`config.mk`:
```
export PLATFORM = sky130hd
export DESIGN_NAME = armleosoc_mtime_timebase_flat
export DESIGN_NICKNAME = d
export VERILOG_FILES = /design/src/rtl/armleosoc_mtime_timebase_pkg.sv /design/src/rtl/armleosoc_mtime_timebase_if.sv /design/src/rtl/armleosoc_phase_accumulator.sv /design/src/rtl/armleosoc_mtime_timebase.sv /design/src/flat_wrapper.sv
export SDC_FILE = /design/constraint.sdc
export NUM_CORES = 1
export LEC_CHECK = 0
export CAP_MARGIN = 10
export CORE_ASPECT_RATIO = 1.1
export CORE_UTILIZATION = 35
export CTS_BUF_LIST = sky130_fd_sc_hd__clkbuf_8
export DETAILED_ROUTE_END_ITERATION = 8
export SLEW_MARGIN = 20
export SYNTH_ARGS = -nofsm -noshare
export SYNTH_HDL_FRONTEND = slang
export SYNTH_HIERARCHICAL = 1
export SYNTH_SLANG_ARGS = --single-unit
```
`constraint.sdc`:
```
create_clock -name clk -period 2.7 [get_ports clk]
set_input_delay 0.27 -clock clk [delete_from_list [all_inputs] [get_ports clk]]
set_output_delay 0.27 -clock clk [all_outputs]
set_load 0.02 [all_outputs]
```
`src/rtl/armleosoc_mtime_timebase_pkg.sv`:
```
// Shared constants and types for the mtime timebase: register offsets, CTRL bit indices, state encoding.
// The optional debug-halt feature is selected with ARMLEOSOC_MTIME_TIMEBASE_DEBUG_HALT_EN.
package armleosoc_mtime_timebase_pkg;

  localparam int unsigned DATA_W = 32;
  localparam int unsigned ADDR_W = 4;
  localparam int unsigned BE_W   = DATA_W / 8;

  localparam logic [ADDR_W-1:0] REG_CTRL        = 4'h0;
  localparam logic [ADDR_W-1:0] REG_INC         = 4'h4;
  localparam logic [ADDR_W-1:0] REG_PULSE_COUNT = 4'h8;
  localparam logic [ADDR_W-1:0] REG_STATUS      = 4'hC;

  localparam int unsigned CTRL_ENABLE_BIT        = 0;
  localparam int unsigned CTRL_HALT_ON_DEBUG_BIT = 1;

  typedef enum logic [1:0] {
    ST_IDLE   = 2'd0,
    ST_RUN    = 2'd1,
    ST_HALTED = 2'd2
  } state_e;

  // Merge the enabled bytes of new_v into old_v.
  function automatic logic [DATA_W-1:0] apply_be(input logic [DATA_W-1:0] old_v,
                                                 input logic [DATA_W-1:0] new_v,
                                                 input logic [BE_W-1:0]   be);
    logic [DATA_W-1:0] r;
    r = old_v;
    for (int i = 0; i < int'(BE_W); i++) begin
      if (be[i]) r[8*i +: 8] = new_v[8*i +: 8];
    end
    return r;
  endfunction

endpackage

```
`src/rtl/armleosoc_mtime_timebase_if.sv`:
```
// Simple-bus register interface between the axi2simple converter (master) and the timebase (slave).
interface armleosoc_mtime_timebase_if;
  import armleosoc_mtime_timebase_pkg::*;

  logic [ADDR_W-1:0] address;
  logic              write;
  logic              read;
  logic [DATA_W-1:0] write_data;
  logic [BE_W-1:0]   write_byteenable;
  logic [DATA_W-1:0] read_data;
  logic              address_error;
  logic              write_error;

  modport master (
    output address, write, read, write_data, write_byteenable,
    input  read_data, address_error, write_error
  );

  modport slave (
    input  address, write, read, write_data, write_byteenable,
    output read_data, address_error, write_error
  );

endinterface

```
`src/rtl/armleosoc_phase_accumulator.sv`:
```
// 32-bit fractional phase accumulator; the carry out of each step is registered and is the pulse output.
module armleosoc_phase_accumulator
  import armleosoc_mtime_timebase_pkg::*;
(
  input  logic              clk,
  input  logic              rst_n,
  input  logic              clear,
  input  logic              hold,
  input  logic              step,
  input  logic [DATA_W-1:0] inc,
  output logic              carry
);

  logic [DATA_W-1:0] acc_q, acc_d;
  logic              carry_q, carry_d;
  logic [DATA_W:0]   sum;

  always_comb begin
    sum     = {1'b0, acc_q} + {1'b0, inc};
    acc_d   = acc_q;
    carry_d = 1'b0;
    if (clear) begin
      acc_d = '0;
    end else if (step && !hold) begin
      {carry_d, acc_d} = sum;
    end
  end

  always_ff @(posedge clk) begin
    if (!rst_n) begin
      acc_q   <= '0;
      carry_q <= 1'b0;
    end else begin
      acc_q   <= acc_d;
      carry_q <= carry_d;
    end
  end

  assign carry = carry_q;

endmodule

```
`src/rtl/armleosoc_mtime_timebase.sv`:
```
// Programmable mtime_increment generator for the CLINT: register block, run/halt FSM, phase accumulator.
// Define ARMLEOSOC_MTIME_TIMEBASE_DEBUG_HALT_EN to implement CTRL.halt_on_debug and the HALTED state.
module armleosoc_mtime_timebase
  import armleosoc_mtime_timebase_pkg::*;
#(
  parameter logic [DATA_W-1:0] RESET_INC    = 32'h0000_0000,
  parameter logic              RESET_ENABLE = 1'b0
) (
  input  logic                        clk,
  input  logic                        rst_n,
  armleosoc_mtime_timebase_if.slave   bus,
  input  logic                        debug_halt,
  output logic                        mtime_increment
);

  state_e            state_q, state_d;
  logic              enable_q, enable_d;
  logic              halt_on_debug_q;
  logic [DATA_W-1:0] inc_q, inc_d;
  logic [DATA_W-1:0] pulse_count_q, pulse_count_d;
  logic              halt_req;
  logic              acc_clear, acc_hold, acc_step;

`ifdef ARMLEOSOC_MTIME_TIMEBASE_DEBUG_HALT_EN
  logic halt_on_debug_d;
  assign halt_req = halt_on_debug_q & debug_halt;
`else
  logic unused_debug_halt;
  assign unused_debug_halt = debug_halt;
  assign halt_on_debug_q   = 1'b0;
  assign halt_req          = 1'b0;
`endif

  // Next state and accumulator controls from the current register values.
  always_comb begin
    state_d   = state_q;
    acc_clear = 1'b0;
    acc_hold  = 1'b0;
    acc_step  = 1'b0;
    if (!enable_q) begin
      state_d   = ST_IDLE;
      acc_clear = 1'b1;
    end else if (halt_req) begin
      state_d  = ST_HALTED;
      acc_hold = 1'b1;
    end else begin
      state_d  = ST_RUN;
      acc_step = 1'b1;
    end
  end

  always_ff @(posedge clk) begin
    if (!rst_n) state_q <= ST_IDLE;
    else        state_q <= state_d;
  end

  // Register writes; a software PULSE_COUNT write overrides the same-cycle increment.
  always_comb begin
    enable_d      = enable_q;
`ifdef ARMLEOSOC_MTIME_TIMEBASE_DEBUG_HALT_EN
    halt_on_debug_d = halt_on_debug_q;
`endif
    inc_d         = inc_q;
    pulse_count_d = pulse_count_q + DATA_W'(mtime_increment);
    if (bus.write) begin
      case (bus.address)
        REG_CTRL: begin
          if (bus.write_byteenable[0]) begin
            enable_d = bus.write_data[CTRL_ENABLE_BIT];
`ifdef ARMLEOSOC_MTIME_TIMEBASE_DEBUG_HALT_EN
            halt_on_debug_d = bus.write_data[CTRL_HALT_ON_DEBUG_BIT];
`endif
          end
        end
        REG_INC:         inc_d = apply_be(inc_q, bus.write_data, bus.write_byteenable);
        REG_PULSE_COUNT: pulse_count_d = apply_be(pulse_count_q, bus.write_data, bus.write_byteenable);
        default: ;
      endcase
    end
  end

  always_ff @(posedge clk) begin
    if (!rst_n) begin
      enable_q      <= RESET_ENABLE;
      inc_q         <= RESET_INC;
      pulse_count_q <= '0;
    end else begin
      enable_q      <= enable_d;
      inc_q         <= inc_d;
      pulse_count_q <= pulse_count_d;
    end
  end

`ifdef ARMLEOSOC_MTIME_TIMEBASE_DEBUG_HALT_EN
  always_ff @(posedge clk) begin
    if (!rst_n) halt_on_debug_q <= 1'b0;
    else        halt_on_debug_q <= halt_on_debug_d;
  end
`endif

  // Combinational read path and error flags for the converter.
  always_comb begin
    bus.read_data     = '0;
    bus.address_error = (bus.read | bus.write) & (bus.address[1:0] != 2'b00);
    bus.write_error   = bus.write & (bus.address == REG_STATUS);
    case (bus.address)
      REG_CTRL: begin
        bus.read_data[CTRL_ENABLE_BIT]        = enable_q;
        bus.read_data[CTRL_HALT_ON_DEBUG_BIT] = halt_on_debug_q;
      end
      REG_INC:         bus.read_data = inc_q;
      REG_PULSE_COUNT: bus.read_data = pulse_count_q;
      REG_STATUS:      bus.read_data = {(DATA_W-2)'(0), state_q};
      default: ;
    endcase
  end

  armleosoc_phase_accumulator u_phase_acc (
    .clk   (clk),
    .rst_n (rst_n),
    .clear (acc_clear),
    .hold  (acc_hold),
    .step  (acc_step),
    .inc   (inc_q),
    .carry (mtime_increment)
  );

endmodule

```
`src/flat_wrapper.sv`:
```
// flat-port wrapper written by rule: the top's interface ports become plain ports
module armleosoc_mtime_timebase_flat import armleosoc_mtime_timebase_pkg::*;
#(
  parameter logic [DATA_W-1:0] RESET_INC    = 32'h0000_0000,
  parameter logic              RESET_ENABLE = 1'b0
)
  (clk, rst_n, debug_halt, mtime_increment, bus_address, bus_write, bus_read, bus_write_data, bus_write_byteenable, bus_read_data, bus_address_error, bus_write_error);
  armleosoc_mtime_timebase_if bus_i ();
  input  logic clk;
  input  logic rst_n;
  input  logic debug_halt;
  output logic mtime_increment;
  input wire logic [$bits(bus_i.address)-1:0] bus_address;
  input wire logic [$bits(bus_i.write)-1:0] bus_write;
  input wire logic [$bits(bus_i.read)-1:0] bus_read;
  input wire logic [$bits(bus_i.write_data)-1:0] bus_write_data;
  input wire logic [$bits(bus_i.write_byteenable)-1:0] bus_write_byteenable;
  output wire logic [$bits(bus_i.read_data)-1:0] bus_read_data;
  output wire logic [$bits(bus_i.address_error)-1:0] bus_address_error;
  output wire logic [$bits(bus_i.write_error)-1:0] bus_write_error;
  assign bus_i.address = bus_address;
  assign bus_i.write = bus_write;
  assign bus_i.read = bus_read;
  assign bus_i.write_data = bus_write_data;
  assign bus_i.write_byteenable = bus_write_byteenable;
  assign bus_read_data = bus_i.read_data;
  assign bus_address_error = bus_i.address_error;
  assign bus_write_error = bus_i.write_error;
  armleosoc_mtime_timebase #(.RESET_INC(RESET_INC), .RESET_ENABLE(RESET_ENABLE)) u_core (.clk(clk), .rst_n(rst_n), .bus(bus_i), .debug_halt(debug_halt), .mtime_increment(mtime_increment));
endmodule
```
==> results.md <==
* Status: finished clean
* Root buf cell: clkbuf_8
* DR pass1 iterations at 5
* Met3 usage at 0.0192
* Post-route clock period utilization at 0.946
* Main synth FF type: dfxtp_1
* WP depth at 9
* Hpwl dp at 14,800 µm
* Asr flop ratio synth at 0
* Synth cell count leaders: dfxtp_1, nand2_1, nor2_1
* Sequential element share of the synthesized area at 0.306
* First-pass GRT wire length at 31,200 µm
* GRT Max-Usage Layer: met2
* Mapped Cells at 807
* Worst clock skew at 0.00575 ns
* Worst reg2reg path depth at 9
* PortBufs at 78
* Vias in the first global route at 5,764
* Post-placement setup slack at 0.161 ns
* Leak at 3.07 nW
* CP delay by family, top: simple AND/OR/NAND/NOR gates
* Area after DPL at 7630 µm²
* Starting Density at 0.361
* Worst Hold Class: flop to flop
* Die X at 132 µm
* Yosys reg bits at 99
* Via count at 6,286
* Arrival time at the worst endpoint at 2.86 ns
* Via density at 5.60
* P per Cell Area at 333 nW/µm²
* Synthesis Warnings at 6
* CTS HTree Levels at 3
* Area grow syn2layout at 20.9%
* Crit path cell chain: ha_1 > fa_1 > a21o_1 > a221oi_2 > or4_4 > a31o_2 > a31o_4 > and3_4 > nor4_2
* Cell row count at 51
* Top cells by area, synth: dfxtp_1, ha_1, mux2i_1, nand2_1, nor2_1
* Setup violation total in the final timing report at 0
* Placed insts at 1,106
* CP Buf/Inv Count at 0
* Core Box Area at 17,900 µm²
* TritonCTS clock tree: done
* CP Max Fanout at 3
* Post-synth EDFFs at 0
* TNS Setup at 0 ns
* Wire length per cell at 17.5 µm
* Ant. Diodes at 0
* Max Fclk at 0.392 GHz
* Layout cells sized above 1 at 0.0769
* Nets at 959
* I/O Pins at 80
* Largest stage delay on the critical path at 0.57 ns
* Drt first-iter violations at 349
* Met2 Use GR at 0.337
* Final Max Slew Viols at 0
* Final hold vios at 0
* Util after Layout at 0.437
* Hold WS at 0.456 ns
* Fin worst setup slack at 0.147 ns
* Final GP Congestion at 0.841
* Reg clk slew, reported paths at 0.09 ns
* Slew margin rel. at 0.594
* Slowest cell on crit path: or4_4
* GR Overflow Total at 0
* Cell taking the most area after synthesis: dfxtp_1
* Final Critical Period at 2.55 ns
* Top-count cell post-synth: dfxtp_1
* Gr usage total at 0.208
* Hold Crit Start: u_core/u_phase_acc/acc_q[22]$_SDFFE_PP0P_
* Initial antenna violation count at 0
* Total power at 2.61 mW
* CP startpoint kind: flop
* Post-Route WL at 19,600 µm
* Area of the die at 19,000 µm²
* Least-Margin Pin Slew at 0.609 ns
* Yosys top cell area share at 0.306
* Post-route design area at 7830 µm²
* Unrepaired setup endpoints after global routing: true
* CP Data Required Time at 3.00 ns
* CTS Buf Count at 9
* Max-cap violations at 0
* Post-Syn Area per Cell at 8.02 µm²
* Crit Path Category: flop to flop
* RR Startpoint: u_core/inc_q[0]$_SDFFE_PN0P_
* Post-Layout Cell Count at 1,122
* Synthesized cell area at 6470 µm²
* CTS max path bufs at 2
* # DRC at 0
* Sink Count at 99
* Fillers at 1,844
* Remaining antenna violation count at 0
* Largest net degree at the start of global routing at 43
* Netlist cell types at 74
* Met1 usage at 0.285
* Die outline height at 145 µm
* Max IR drop VDD at 0.000193 V
* CP startpoint: u_core/inc_q[0]$_SDFFE_PN0P_
* Hold depth at 2
* Critical Path Sink Type: flop
* Skew-Pair Late Insertion Delay at 0.38 ns
worst min-delay path: cells and delay by family, from the launching register on:
family | cells | cell delay, ns
AND/OR/NAND/NOR | 1 | 0.05
AO/OA/AOI/OAI | 1 | 0.05
flip-flops | 1 | 0.32
cell usage in the layout, fill, tap and decap left out, drive strengths merged, types with 19 or more instances in the layout:
cell	count
dfxtp	99
nand2	91
nor2	84
clkdlybuf4s50	78
a21oi	60
o21ai	46
nand3	40
mux2i	39
ha	34
a22o	30
buf	25
nand4	19
path summary, 6_finish.rpt:
kind                                                             endpoint  slack [ns]
worst min-delay path            u_core/u_phase_acc/acc_q[22]$_SDFFE_PP0P_        0.46
worst max register to register  u_core/u_phase_acc/acc_q[30]$_SDFFE_PP0P_        0.15
worst max-delay path            u_core/u_phase_acc/acc_q[30]$_SDFFE_PP0P_        0.15
worst min register to register  u_core/u_phase_acc/acc_q[22]$_SDFFE_PP0P_        0.46
cell families (layout without fill, tap and decap cells):
group / count (synthesis) / in the layout / synth area share
DFF: 99 / 99 / 0.306
xor gates and xnor gates: 31 / 31 / 0.0419
AOI/OAI and AO/OA: 230 / 230 / 0.236
and+or+nand+nor: 307 / 307 / 0.237
other: 1 / 2 / 0.000579
adders and majority gates: 35 / 35 / 0.0688
muxes: 46 / 46 / 0.0742
buffers and inverters: 58 / 134 / 0.0346
layout make-up:
cell class	count	area [µm²]	area share
multi-input cells	651	4310	0.550
flip-flops and latches	99	1980	0.253
repair buffers	103	1010	0.128
well taps	238	298	0.0380
clock buffers	11	151	0.0193
inverters	15	56.3	0.00719
clock inverters	5	30.0	0.00384
per-layer routing:
layer / part of all wire / vias up
met5: 0 / -
met4: 0.023 / 0
met3: 0.038 / 20
met2: 0.45 / 157
met1: 0.48 / 2993
li1: - / 3116
sequential cells by signal, summed over array words and instances (netlist names):
register	flops
u_core/inc_q	32
u_core/state_q	1
u_core/u_phase_acc/carry	1
u_core/pulse_count_q	32
u_core/enable_q	1
u_core/u_phase_acc/acc_q	32
where the power goes:
group          internal, mW  switching, mW
combinational         0.103          0.105
sequential             1.47         0.0124
clock                 0.379          0.539
total                  1.95          0.656
timing repair:
item,CTS,global route
setup buffers,0,0
hold buffers,0,0
gates resized for setup,0,2
setup endpoints to repair,0,3
(Power assumes the default switching activity.)
